`config.mk`:
```
export PLATFORM = sky130hd
export DESIGN_NAME = wired_ftq_upd_arb
export DESIGN_NICKNAME = d
export VERILOG_FILES = /design/src/rtl/wired_ftq_upd_arb.sv
export SDC_FILE = /design/constraint.sdc
export NUM_CORES = 1
export LEC_CHECK = 0
export ABC_AREA = 1
export ABC_CLOCK_PERIOD_IN_PS = 6800
export CAP_MARGIN = 40
export CORE_MARGIN = 3
export CORE_UTILIZATION = 54
export CTS_CLUSTER_SIZE = 8
export DETAILED_ROUTE_END_ITERATION = 8
export PLACE_DENSITY = 0.84
export SYNTH_ARGS = -nofsm -noshare
export SYNTH_HDL_FRONTEND = slang
export SYNTH_SLANG_ARGS = --single-unit
```
`constraint.sdc`:
```
create_clock -name clk -period 6.8 [get_ports clk]
set_input_delay 0.68 -clock clk [delete_from_list [all_inputs] [get_ports clk]]
set_output_delay 0.68 -clock clk [all_outputs]
set_load 0.02 [all_outputs]
```
`src/rtl/wired_ftq_upd_arb.sv`:
```
// Update-port arbiter for wired_ftq: per-source FIFOs, one strict-priority source,
// round-robin among the rest, grant lock while the FTQ back-pressures, non-priority flush.
module wired_ftq_upd_arb #(
    parameter int unsigned N_SRC      = 3,
    parameter int unsigned UPD_W      = 96,
    parameter int unsigned FIFO_DEPTH = 2,
    parameter int unsigned PRIO_SRC   = 0
) (
    input  logic                     clk,
    input  logic                     rst_n,
    input  logic [N_SRC-1:0]         src_valid_i,
    output logic [N_SRC-1:0]         src_ready_o,
    input  logic [N_SRC*UPD_W-1:0]   src_upd_i,
    input  logic                     flush_i,
    output logic                     upd_valid_o,
    input  logic                     upd_ready_i,
    output logic [UPD_W-1:0]         upd_req_o,
    output logic [$clog2(N_SRC)-1:0] upd_src_o,
    output logic                     busy_o
);
    localparam int unsigned SRC_W = $clog2(N_SRC);
    localparam int unsigned PTR_W = $clog2(FIFO_DEPTH);
    localparam int unsigned CNT_W = PTR_W + 1;

    logic [UPD_W-1:0] mem_q    [N_SRC][FIFO_DEPTH];
    logic [PTR_W-1:0] wr_ptr_q [N_SRC];
    logic [PTR_W-1:0] wr_ptr_d [N_SRC];
    logic [PTR_W-1:0] rd_ptr_q [N_SRC];
    logic [PTR_W-1:0] rd_ptr_d [N_SRC];
    logic [CNT_W-1:0] count_q  [N_SRC];
    logic [CNT_W-1:0] count_d  [N_SRC];
    logic [N_SRC-1:0] ready_q, ready_d;
    logic [N_SRC-1:0] push_c, pop_c;
    logic             busy_q, busy_d;
    logic             lock_q, lock_d;
    logic [SRC_W-1:0] lock_src_q, lock_src_d;
    logic [SRC_W-1:0] rr_ptr_q, rr_ptr_d;
    logic [UPD_W-1:0] req_last_q, req_last_d;
    logic [SRC_W-1:0] src_last_q, src_last_d;
    logic [SRC_W-1:0] gnt_c;
    logic [UPD_W-1:0] head_c;
    logic             hs_c;
    logic             found_c;
    int               idx_c;

    // Grant select: held lock, then priority source, then round-robin from rr_ptr.
    always_comb begin
        gnt_c   = SRC_W'(PRIO_SRC);
        found_c = 1'b0;
        idx_c   = 0;
        if (lock_q) begin
            gnt_c = lock_src_q;
        end else if (count_q[PRIO_SRC] != '0) begin
            gnt_c = SRC_W'(PRIO_SRC);
        end else begin
            for (int k = 0; k < int'(N_SRC); k++) begin
                idx_c = (int'(rr_ptr_q) + k) % int'(N_SRC);
                if (!found_c && idx_c != int'(PRIO_SRC) && count_q[idx_c] != '0) begin
                    found_c = 1'b1;
                    gnt_c   = SRC_W'(idx_c);
                end
            end
        end
    end

    assign head_c      = mem_q[gnt_c][rd_ptr_q[gnt_c]];
    assign upd_valid_o = (count_q[gnt_c] != '0);
    assign hs_c        = upd_valid_o & upd_ready_i;
    assign upd_req_o   = upd_valid_o ? head_c : req_last_q;
    assign upd_src_o   = upd_valid_o ? gnt_c  : src_last_q;
    assign src_ready_o = ready_q;
    assign busy_o      = busy_q;

    // FIFO bookkeeping; flush wipes every non-priority FIFO including its in-cycle push.
    always_comb begin
        busy_d = 1'b0;
        for (int i = 0; i < int'(N_SRC); i++) begin
            push_c[i]   = src_valid_i[i] & ready_q[i] & ~(flush_i & (i != int'(PRIO_SRC)));
            pop_c[i]    = hs_c & (gnt_c == SRC_W'(i));
            wr_ptr_d[i] = wr_ptr_q[i];
            rd_ptr_d[i] = rd_ptr_q[i];
            count_d[i]  = count_q[i];
            if (flush_i && i != int'(PRIO_SRC)) begin
                wr_ptr_d[i] = '0;
                rd_ptr_d[i] = '0;
                count_d[i]  = '0;
            end else begin
                if (push_c[i]) wr_ptr_d[i] = wr_ptr_q[i] + PTR_W'(1);
                if (pop_c[i])  rd_ptr_d[i] = rd_ptr_q[i] + PTR_W'(1);
                count_d[i] = count_q[i] + CNT_W'(push_c[i]) - CNT_W'(pop_c[i]);
            end
            ready_d[i] = (count_d[i] != CNT_W'(FIFO_DEPTH));
            busy_d     = busy_d | (count_d[i] != '0);
        end
    end

    // Lock, round-robin pointer and output hold registers.
    always_comb begin
        lock_d     = lock_q;
        lock_src_d = lock_src_q;
        rr_ptr_d   = rr_ptr_q;
        req_last_d = req_last_q;
        src_last_d = src_last_q;
        if (hs_c) begin
            lock_d = 1'b0;
            if (gnt_c != SRC_W'(PRIO_SRC))
                rr_ptr_d = (gnt_c == SRC_W'(N_SRC - 1)) ? '0 : gnt_c + SRC_W'(1);
        end else if (upd_valid_o) begin
            lock_d     = 1'b1;
            lock_src_d = gnt_c;
        end
        if (flush_i && lock_src_d != SRC_W'(PRIO_SRC))
            lock_d = 1'b0;
        if (upd_valid_o) begin
            req_last_d = head_c;
            src_last_d = gnt_c;
        end
    end

    always_ff @(posedge clk or negedge rst_n) begin
        if (!rst_n) begin
            for (int i = 0; i < int'(N_SRC); i++) begin
                wr_ptr_q[i] <= '0;
                rd_ptr_q[i] <= '0;
                count_q[i]  <= '0;
            end
            ready_q    <= '1;
            busy_q     <= 1'b0;
            lock_q     <= 1'b0;
            lock_src_q <= '0;
            rr_ptr_q   <= '0;
            req_last_q <= '0;
            src_last_q <= '0;
        end else begin
            wr_ptr_q   <= wr_ptr_d;
            rd_ptr_q   <= rd_ptr_d;
            count_q    <= count_d;
            ready_q    <= ready_d;
            busy_q     <= busy_d;
            lock_q     <= lock_d;
            lock_src_q <= lock_src_d;
            rr_ptr_q   <= rr_ptr_d;
            req_last_q <= req_last_d;
            src_last_q <= src_last_d;
        end
    end

    // Payload storage carries no reset; occupancy is tracked by the counters.
    always_ff @(posedge clk) begin
        for (int i = 0; i < int'(N_SRC); i++)
            if (push_c[i]) mem_q[i][wr_ptr_q[i]] <= src_upd_i[i*int'(UPD_W) +: int'(UPD_W)];
    end

endmodule

```
==> metrics <==
DIE AREA=about 53,000 um^2; port buffer count=397; Syn Area/Cell=12.5 um^2; DRC Markers=0; Relative slew margins=34.1%; final setup vio count=0; Via density=6.02; clk root buf=clkbuf_16; GRT Resource Usage Total=29.1%; DR iter-0 viols=2,222; Die X=230 um; multi-input logic area=6090 um^2; TritonCTS Buffers=just under 100; Max Slew Vio Count=0; HP Class=input pin to async pin; Post-Route Skew=around 0.027 ns; post-route ant nets=0; vias in the first global route=approximately 20,000; Yosys cell types=31; CTS clk-pin slew, worst paths=0.05 ns; Crit Path Category=flop to primary output; drt total wl=78.4 mm; gpl congestion=0.849; Synth Area in Adders=0.462%; net count after synthesis=2,465; setup bufs post-CTS=0; MaxCap Viol Count=0; post-synthesis mux area share=0%; Final HPWL DP=45.1 mm; area grow syn2layout=27.8%; core area=49,300 um^2; largest family of logic cells by synthesized area=simple AND/OR/NAND/NOR gates; initial antenna violation count=26; DR pass1 iterations=8; Vias=19,931; unrepaired setup endpoints after global routing=false; Least-Margin Pin Slew=0.988 ns; EDFF count, synth=576; sequential share of the synthesized area=between 70% and 80%; post-cts sizing count=0; crit-path max cell delay=0.69 ns; Simple-Gate Fraction of Synth Area=18.8%; Synth Area in Compound Gates=2.70%; CP Max Fanout=194; Worst setup SP type=flop; fmax=about 160 MHz; final instance area=34,600 um^2; critical path required time=6.12 ns; clk_lat worst skew=0.64 ns; Mapped Cells=between 2,000 and 2,500; clk buf depth=3; H-tree depth=3; Hold Vio Cnt, Final=0; layout cells sized above 1=under 10%; Worst setup EP type=primary output; die height=roughly 230 um; CP Data Arrival Time=5.62 ns; Setup TNS=0 ns; num rows=81; largest net degree at the start of global routing=195; Post-DP Area=31,700 um^2; Layout Nets=2,848; ys flop type=edfxtp_1; Ports=about 400; # fillers=between 3,000 and 4,000; global-route wire length before repair=117 mm; CP max-delay cell=clkdlybuf4s50_1; Register Area=roughly 20,000 um^2; FFs w/ async S/R, synth=17.1%; average routed wire per standard cell=23.7 um; Initial Utilization=55.0%; Hold Worst Slack=0.0493 ns; CP Cell Sequence=inv_1 -> ha_1 -> inv_2 -> nand3_1 -> nand2_1 -> nand2_2 -> nand3_2 -> nor2_1 -> nor2_1 -> nand2_1 -> nand2_8 -> clkinv_8 -> buf_12 -> buf_12 -> nand3_1 -> nand3_1 -> nand2_1 -> a31oi_1 -> clkdlybuf4s50_1; synthesized flop and latch total=695; Tcrit/Tclk final=92.6%; Final min period=6.30 ns; outcome=finished clean; clock sinks=roughly 700; xor-xnor portion of the synthesized cell area=0.194%; CTS tree=built; hold buffer count at CTS=0; yosys synthesis warning count=0; area of the mapped netlist=roughly 27,000 um^2; total congestion overflow=0
[critical path: cells and delay by family (launching register included)]
family	cells	cell delay (ns)
AO/OA/AOI/OAI	1	0.37
AND/OR/NAND/NOR	11	1.30
flip-flops	1	0.38
buffers and inverters	6	1.98
adder cells (fa/ha/maj)	1	0.37
[routing by layer]
layer	part of all wire [%]	GRT usage, %	up-vias
met5	0.073	0	-
met4	4.4	14.4	8
met3	8.9	5.92	240
met2	51	48.7	1282
met1	36	36.3	9772
li1	-	-	8629
[area by class of cell]
cell class,count,area share (%)
clock inverter,6,0.249
multi-input combinational,1282,17.6
clock buffer,171,7.90
inverter,35,0.423
timing repair buffer,432,12.7
antenna,26,0.188
tap,664,2.40
sequential,695,58.5
[per-stage QoR]
stage / instances / setup slack, ns / util [%]
2_1_floorplan: 2160 / 1.32 / -
3_3_place_gp: 3103 / 1.39 / 64.2
3_5_place_dp: 3108 / 1.33 / 64.5
4_1_cts: 3285 / 0.575 / 70.2
5_1_grt: 3309 / 0.190 / 70.3
6_report: 3311 / 0.501 / 70.3
[cell usage after synthesis, types with 2 or more instances]
| library cell | number | area [um^2] |
|---|---|---|
| buf_2 | 46 | 230 |
| dfstp_2 | 3 | 78.8 |
| a21oi_1 | 6 | 30.0 |
| buf_1 | 21 | 78.8 |
| o21ai_0 | 6 | 30.0 |
| buf_4 | 21 | 158 |
| o22ai_1 | 2 | 12.5 |
| xnor2_1 | 2 | 17.5 |
| nand2_1 | 430 | 1610 |
| a31oi_1 | 96 | 601 |
| ha_1 | 10 | 125 |
| xor2_1 | 4 | 35.0 |
| inv_2 | 2 | 7.51 |
| nand2_2 | 4 | 25.0 |
| dfrtp_1 | 116 | 2900 |
| clkbuf_1 | 60 | 225 |
| nor2_1 | 121 | 454 |
| edfxtp_1 | 576 | 17300 |
| nand3_1 | 591 | 2960 |
| inv_1 | 32 | 120 |
[state kept, by name, indices dropped and copies added (netlist names)]
name	flops
busy_o	1
count_q	6
lock_q	1
lock_src_q	2
mem_q	576
rd_ptr_q	3
req_last_q	96
rr_ptr_q	2
src_last_q	2
src_ready_o	3
wr_ptr_q	3
[logic make-up (layout without fill, tap and decap cells)]
kind of cell | Yosys count | after routing
and+or+nand+nor | 1151 | 1151
DFF | 695 | 695
buffers and inverters | 183 | 644
AOI/OAI and AO/OA | 115 | 115
adders and majority gates | 10 | 10
xor gates and xnor gates | 6 | 6
other | 0 | 26
[placed cells by master (no fill, tap or decap), drive strengths merged]
master and count:
a21oi 6, inv 36, clkdlybuf4s50 396, nand3 592, nor4 1, or2 1, xor2 4, buf 36
clkinv 5, o21bai 1, diode 26, nand3b 1, dfrtp 116, o21ai 7, edfxtp 576, a31oi 96
ha 10, nand2 434, nor2 122, o22ai 2, xnor2 2, clkbuf 171, o221ai 2, dfstp 3
a21boi 1
[worst paths after layout]
| path | cells past startpoint | slack (ns) | start | to |
|---|---|---|---|---|
| worst min register to register | 2 | 0.50 | src_last_q[1] | src_last_q[1] |
| worst min-delay path | 1 | 0.05 | rst_n | req_last_q[80] |
| min in group clk | 2 | 0.50 | src_last_q[1] | src_last_q[1] |
| worst max-delay path | 19 | 0.50 | rr_ptr_q[0] | upd_req_o[1] |
| worst max register to register | 24 | 1.54 | rr_ptr_q[0] | busy_o |
| max in group asynchronous | 3 | 5.49 | rst_n | req_last_q[41] |
Power is not shown: default switching activity piles up to over one toggle a cycle in this logic, so the estimate is an artifact.
